`config.mk`:
```
export PLATFORM = sky130hd
export DESIGN_NAME = rvh_l1d_plru_array
export DESIGN_NICKNAME = d
export VERILOG_FILES = /design/src/rtl/rvh_l1d_plru_array.sv
export SDC_FILE = /design/constraint.sdc
export NUM_CORES = 1
export LEC_CHECK = 0
export BUFFER_PORTS_ARGS = -buffer_cell sky130_fd_sc_hd__buf_2
export CAP_MARGIN = 25
export CORE_MARGIN = 3
export CORE_UTILIZATION = 30
export CTS_BUF_LIST = sky130_fd_sc_hd__clkbuf_8
export DETAILED_ROUTE_END_ITERATION = 8
export HOLD_SLACK_MARGIN = 0.02
export PLACE_DENSITY = 0.51
export SYNTH_ARGS = -nofsm -noshare
export SYNTH_HDL_FRONTEND = slang
export SYNTH_SLANG_ARGS = --single-unit
```
`constraint.sdc`:
```
create_clock -name clk -period 13.4 [get_ports clk]
set_clock_uncertainty 0.15 [all_clocks]
set_input_delay 1.34 -clock clk [delete_from_list [all_inputs] [get_ports clk]]
set_output_delay 1.34 -clock clk [all_outputs]
set_load 0.03 [all_outputs]
```
`src/rtl/rvh_l1d_plru_array.sv`:
```
// rtl/rvh_l1d_plru_array.sv - tree-PLRU state array with a one-deep victim response register
// Victim choice prefers an empty way; otherwise the tree is walked from pre-update state.
module rvh_l1d_plru_array #(
   parameter  int NSET  = 64,
   parameter  int NWAY  = 8,
   localparam int SET_W = $clog2(NSET),
   localparam int WAY_W = $clog2(NWAY),
   localparam int LRU_W = NWAY - 1
) (
   input  logic             clk,
   input  logic             rst,
   input  logic             flush_i,
   input  logic             hit_vld_i,
   input  logic [SET_W-1:0] hit_set_i,
   input  logic [WAY_W-1:0] hit_way_i,
   input  logic             repl_req_vld_i,
   output logic             repl_req_rdy_o,
   input  logic [SET_W-1:0] repl_req_set_i,
   input  logic [NWAY-1:0]  repl_req_valid_mask_i,
   output logic             repl_resp_vld_o,
   input  logic             repl_resp_rdy_i,
   output logic [WAY_W-1:0] repl_resp_way_o,
   output logic [SET_W-1:0] repl_resp_set_o
);

   logic [LRU_W-1:0] plru_q [NSET];
   logic [LRU_W-1:0] plru_d [NSET];
   logic             resp_vld_q;
   logic [WAY_W-1:0] resp_way_q;
   logic [SET_W-1:0] resp_set_q;
   logic [WAY_W-1:0] victim;
   logic             accept;

   // Node n lives at bit n-1; a 1 steers the walk toward the upper child.
   function automatic logic [WAY_W-1:0] tree_walk(input logic [LRU_W-1:0] t);
      int               node;
      logic [WAY_W-1:0] way;
      node = 1;
      way  = '0;
      for (int l = WAY_W - 1; l >= 0; l--) begin
         way[l] = t[node-1];
         node   = 2 * node + (t[node-1] ? 1 : 0);
      end
      return way;
   endfunction

   // Each node on the path is pointed away from the way just used.
   function automatic logic [LRU_W-1:0] tree_touch(input logic [LRU_W-1:0] t,
                                                   input logic [WAY_W-1:0] w);
      int               node;
      logic [LRU_W-1:0] r;
      node = 1;
      r    = t;
      for (int l = WAY_W - 1; l >= 0; l--) begin
         r[node-1] = ~w[l];
         node      = 2 * node + (w[l] ? 1 : 0);
      end
      return r;
   endfunction

   assign repl_req_rdy_o  = ~resp_vld_q | repl_resp_rdy_i;
   assign accept          = repl_req_vld_i & repl_req_rdy_o;
   assign repl_resp_vld_o = resp_vld_q;
   assign repl_resp_way_o = resp_way_q;
   assign repl_resp_set_o = resp_set_q;

   always_comb begin
      victim = tree_walk(plru_q[repl_req_set_i]);
      for (int i = NWAY - 1; i >= 0; i--) begin
         if (!repl_req_valid_mask_i[i]) victim = WAY_W'(i);
      end
   end

   // Hit touch first, victim touch second, so the victim wins on shared nodes.
   always_comb begin
      for (int s = 0; s < NSET; s++) begin
         plru_d[s] = plru_q[s];
         if (flush_i) begin
            plru_d[s] = '0;
         end else begin
            if (hit_vld_i && (hit_set_i == SET_W'(s)))
               plru_d[s] = tree_touch(plru_d[s], hit_way_i);
            if (accept && (repl_req_set_i == SET_W'(s)))
               plru_d[s] = tree_touch(plru_d[s], victim);
         end
      end
   end

   always_ff @(posedge clk or negedge rst) begin
      if (!rst) begin
         for (int s = 0; s < NSET; s++) plru_q[s] <= '0;
      end else begin
         for (int s = 0; s < NSET; s++) plru_q[s] <= plru_d[s];
      end
   end

   always_ff @(posedge clk or negedge rst) begin
      if (!rst) begin
         resp_vld_q <= 1'b0;
         resp_way_q <= '0;
         resp_set_q <= '0;
      end else if (flush_i) begin
         resp_vld_q <= 1'b0;
      end else if (accept) begin
         resp_vld_q <= 1'b1;
         resp_way_q <= victim;
         resp_set_q <= repl_req_set_i;
      end else if (resp_vld_q && repl_resp_rdy_i) begin
         resp_vld_q <= 1'b0;
      end
   end

endmodule

```
==> Word-level counts from Yosys, hierarchy flattened <==
Index checks and enable logic that the tools add are counted.
Widths: inputs -> output; s select.
{ "totals": {"reg_bits": 458, "out_inout_bits": 11, "in_bits": 29, "elab_cells": 1038} }
{ "classes": {"order_cmp": 11, "n_bitwise": 11, "muxes": 546, "addsub": 12, "eq_ne": 126, "n_reduce_logical": 201} }
{ "op_table": {"columns": ["operator", "n"], "rows": [
  ["$mux 7", 258],
  ["$bwmux 7", 256],
  ["$eq 6x6->1 const B", 64],
  ["$reduce_bool 3->1", 65],
  ["$eq 6x5->1 const B", 32],
  ["$logic_and 1x1->1", 133],
  ["$ge 32x1->1 const B", 4],
  ["$lt 32x5->1 const B", 4],
  ["$sub 32x2->32 const B", 4],
  ["$eq 6x4->1 const B", 16],
  ["$add 3x32->32 const A", 2],
  ["$add 32x32->32", 2],
  ["$eq 6x3->1 const B", 8],
  ["$bmux 7 s6", 1],
  ["$eq 6x2->1 const B", 4],
  ["$mux 3", 8],
  ["$mux 1", 17],
  ["$demux 1 s3", 4],
  ["$eq 6x1->1 const B", 2],
  ["$logic_not 6->1", 2],
  ["$not 1->1", 8],
  ["$ge 7x7->1 const B", 1],
  ["$not 6->7", 1],
  ["$bmux 1 s3", 2],
  ["9 further kinds", 9]
]} }

==> Depth between registers and ports, before layout <==
{ "depth": {"ltp_word": 35, "depth_mapped": 22, "mapped_depth_nobuf": 15} }

==> Worst setup path before layout <==
No wires, ideal clock.
{ "synth_timing": {"kind": "input port to flip-flop", "startpoint": "input port repl_req_set_i[0]", "endpoint": "register plru_q[0] (netlist name)", "path_stages": 22, "path_buffers": 7, "arrival_time_ps": 5202, "slack_ps": 7927, "path_cell_list": "buf_6 -> buf_12 -> buf_6 -> buf_2 -> nor2_1 -> a22oi_1 -> a21oi_1 -> a211o_1 -> o221ai_1 -> nand2_1 -> ha_1 -> nor2b_1 -> o2111ai_1 -> and4_1 -> mux2_4 -> a211oi_1 -> o21bai_2 -> buf_6 -> nor4b_4 -> buf_6 -> buf_6 -> o22a_1"} }
{ "synth_between": {"elab_chain_cells": 28, "elab_cells_between_ends": 50} }
{ "synth_lines": {"columns": ["item", "line", "text"], "rows": [
  ["start: declaration", "18", "input logic [SET_W-1:0] repl_req_set_i,"],
  ["$not 6->7 (not written as such)", "68", "victim = tree_walk(plru_q[repl_req_set_i]);"],
  ["$bmux 7 s6", "68", null],
  ["$mux 7 (not written as such) (2 in a row)", "68", null],
  ["$mux 1", "42", "node = 2 * node + (t[node-1] ? 1 : 0);"],
  ["$add 2x1->3", "42", null],
  ["$sub 3x1->4", "41, 42", null],
  ["$bmux 1 s3", "41, 42", null],
  ["$mux 1 (not written as such) (2 in a row)", "41, 42", null],
  ["(+10 left out)", null, null],
  ["$sub 32x2->32 or $mux 3 (tied branches)", "55, 70", null],
  ["$ge 32x1->1 (not written as such) (tied with other cells)", "55", "r[node-1] = ~w[l];"],
  ["$logic_and 1x1->1 (not written as such) or $mux 3 (tied branches)", "55, 70", null],
  ["$mux 1 (not written as such) or $mux 3 (tied branches)", "55, 70", null],
  ["$demux 1 s3 or $not 1->1 (tied branches)", "55", null],
  ["$bwmux 7", "55", null],
  ["$mux 7", "83", "if (accept && (repl_req_set_i == SET_W'(s)))"],
  ["$mux 7", "78", "if (flush_i) begin"],
  ["end: declaration", "26", "logic [LRU_W-1:0] plru_q [NSET];"]
]} }
Parallel ways exist; a longest one is shown, timed or not. The select of a mux whose other input is x is not followed.
A chain may end at the register's enable or synchronous reset.

==> Worst setup path in the final report <==
{ "layout_timing": {"startpoint": "input port repl_req_set_i[0]", "endpoint": "register plru_q[392] (netlist name)"} }
The elaborated chain is that of the path after synthesis.

==> out/metrics.yaml <==
clock_tree:
  cts-buffers-inserted: 91
  htreeDepth: 3
  cts_num_sinks: 458
  clkTransAtPathRegs_ns: 0.05
  clock_path_buffers: 3
  cts_resized: 0
  clock_latency_ns: 0.73
  tritoncts: "built"
  cts_root_buf: "clkbuf_8"
  postCtsSetupBuffers: 0
  cts_hold_buf: 0
logic_synthesis:
  synth_fp_nets: 4056
  avgSynthCellArea_um2: 7.75
  ys_ff_latch: 458
  synth_xor_xnor_area_share: 0
  synth_compound_area_frac: 0.282
  syn_area_mm2: 0.0311
  ys_seq_area_frac: 0.368
  async_flop_share: 1.00
  synth_enable_flop_cells: 0
  synth_top_family_by_area: "compound AO/OA/AOI/OAI gates"
  yosys.cell_types.count: 61
  netlist_instances: 4017
  synth_mux_area_frac: 0.0940
  ys.flop_type: "dfrtp_1"
  synthAdderAreaFrac: 0.00402
  synth_warnings: 0
  synth-simple-area-share: 0.182
critical_path:
  cp_data_required_time_ns: 13.87
  reg2regPathDepth: 16
  cp-end-kind: "flop"
  reg2reg_to: "plru_q[392]"
  arrival_ns: 8.42
  cp_slowest_stage_delay_ns: 0.78
  path_common_cell: "buf_4"
  ff2ff_setup_slack_ns: 6.98
  start_kind: "input port"
  path_cells: "buf_6 > buf_4 > mux4_2 > a22oi_1 > a211oi_1 > nor4_4 > o221ai_1 > nand2_1 > ha_1 > a2111oi_0 > nor2_1 > a211oi_2 > a211oi_1 > o21bai_4 > buf_4 > nor4b_4 > buf_4 > o22a_1"
  crit_type: "in -> reg"
  critPathMaxFanout: 65
  r2r-start: "plru_q[378]"
  crit_path_top_delay_cell: "buf_4"
floorplan:
  die_x_um: 328
  die_height_um: 328
  die-area_mm2: 0.108
  fp-row-count: 117
  coreArea_mm2: 0.102
  start_util: 0.304
  num_io_pins: 40
finish:
  syn_to_final_growth_pct: 8.70
  drive_above_1_share: 0.108
  mostFrequentLayoutCells: "a21oi_1, nand2_1, dfrtp_1"
  fin_nets: 3818
  nFillCells: 10700
  final_common_cell: "a21oi_1"
  layout.cells.non_filler: 5210
power_and_ir_drop:
  power_density_mw_per_mm2: 94.4
  ir_drop_mv: 0.0634
  p_leak_nw: 12.6
global_routing:
  grt_pass1_wl_um: 186000
  grt_overflow: 0
  grt_max_degree: 166
  grt_pass1_vias: 27600
  antenna_found_initial: 6
  track_usage: 0.221
place:
  placed_cells: 5018
  hpwlAfterDp_um: 71000
  portBuffers: 39
  place_congestion: 0.865
  place_ws_ns: 4.86
sta:
  worst_slack_ns: 5.45
  slew_violations: 0
  finalCriticalPeriod_ns: 7.95
  hold_viol: 0
  period_share: 0.593
  slew_headroom: 0.249
  setup_viol: 0
  rsz0062_at_grt: "no"
  worstMarginPinSlew_ns: 1.13
  fin_tns_setup_ns: 0
  max_freq_mhz: 126
route:
  dr.pass1.iters: 6
  wl_per_cell_um: 23.6
  drt-total-wl_um: 123000
  drc_errors: 0
  final_antenna_net_count: 0
  initialDrtViolationCount: 4115
  via_count: 30700
  vias_per_cell: 5.90
min_path:
  hold_end: "repl_resp_way_o[0]"
  min-delay-path-class: "reg -> reg"
  hold-path-cell-count: 2
  hp-start: "repl_resp_way_o[0]"
flow_run:
  maxCapViolations: 0
outcome:
  status: "completed"
[final cells by class]
| class | count | area (µm²) | area share |
|---|---|---|---|
| Timing Repair Buffer | 164 | 1330 | 0.0392 |
| Antenna cell | 5 | 12.5 | 0.000370 |
| Multi-Input combinational cell | 3054 | 17700 | 0.522 |
| Tap cell | 1368 | 1710 | 0.0506 |
| Clock inverter | 48 | 210 | 0.00621 |
| Inverter | 10 | 40.0 | 0.00118 |
| Sequential cell | 458 | 11500 | 0.339 |
| Clock buffer | 103 | 1420 | 0.0419 |
[per-layer routing]
metal  wire length (µm)  GRT usage  up-vias
met5                 19          0        -
met3              10400     0.0383      214
met2              54100      0.327     1520
li1                   -          -    14000
met4               3520     0.0685        2
met1              55100      0.326    15000
[report_power, final]
part | switching, W | total (W) | internal [W] | leakage [nW]
clock network | 0.000674 | 0.00137 | 0.000693 | 0.979
registers | 0.00000706 | 0.00140 | 0.00140 | 6.38
logic | 0.000332 | 0.000422 | 0.0000907 | 5.29
[how the worst max path moves through the flow]
stage          depth (start not counted)  slack (ns)           to               from
6_report                              18        5.45  plru_q[392]  repl_req_set_i[0]
5_1_grt                               18        5.17  plru_q[343]  repl_req_set_i[0]
4_1_cts                               18        5.59  plru_q[392]  repl_req_set_i[0]
3_5_place_dp                          18        4.86  plru_q[133]  repl_req_set_i[0]
3_3_place_gp                          18        4.78  plru_q[133]  repl_req_set_i[0]
2_1_floorplan                         22        7.93    plru_q[0]  repl_req_set_i[0]
[per-stage QoR]
step                instance area (µm²)  power (W)  utilization  hold slack (ns)
floorplan                         31100    0.00169            -            0.465
global placement                  31600    0.00184        0.309            0.307
detailed placement                31900    0.00184        0.311            0.317
CTS                               33500    0.00321        0.327            0.330
global route                      33800    0.00330        0.331            0.349
finish                            33800    0.00319        0.331            0.325
[logic make-up (layout without fill, tap and decap cells)]
logic type / count (synthesis) / in the layout
muxes: 152 / 152
adders and majority gates: 10 / 10
AOI/OAI and AO/OA: 1556 / 1556
DFF: 458 / 458
other: 0 / 5
buffers and inverters: 505 / 325
and+or+nand+nor: 1336 / 1336
[synth_stat cells, types with 2 or more instances]
library cell / instances / area share
buf_2: 40 / 0.0064
o22ai_1: 3 / 0.00060
o22a_1: 65 / 0.018
o21ai_1: 9 / 0.0014
nand3_1: 269 / 0.043
nand2_1: 686 / 0.083
a31oi_1: 324 / 0.065
ha_1: 10 / 0.0040
a211oi_1: 70 / 0.017
nor2_1: 273 / 0.033
nand4_1: 8 / 0.0016
mux2i_1: 34 / 0.011
a211o_1: 2 / 0.00056
buf_6: 18 / 0.0065
o21ai_0: 66 / 0.011
mux2_2: 6 / 0.0022
or3_1: 3 / 0.00060
buf_12: 2 / 0.0013
and2_1: 5 / 0.0010
nand3b_1: 3 / 0.00072
inv_1: 9 / 0.0011
mux4_2: 110 / 0.080
buf_1: 15 / 0.0018
dfrtp_1: 458 / 0.37
nand2b_1: 66 / 0.013
a22oi_1: 24 / 0.0058
buf_4: 15 / 0.0036
nor2b_1: 13 / 0.0026
a21oi_1: 971 / 0.16
clkbuf_1: 404 / 0.049
a221oi_1: 2 / 0.00056
nor3_1: 4 / 0.00064
a22o_1: 2 / 0.00056
[state kept, by name, summed over array words and instances, names as in the netlist]
register	cells
plru_q	448
repl_resp_way_o	3
repl_resp_vld_o	1
repl_resp_set_o	6
[worst max-delay path, delay by kind of cell]
| family | cells | cell delay [ns] |
|---|---|---|
| multiplexers | 1 | 0.62 |
| adder cells (fa/ha/maj) | 1 | 0.31 |
| buffers and inverters | 4 | 2.52 |
| AND/OR/NAND/NOR | 4 | 1.29 |
| AO/OA/AOI/OAI | 8 | 2.21 |
Note: power is estimated with default switching activity, not from simulation.
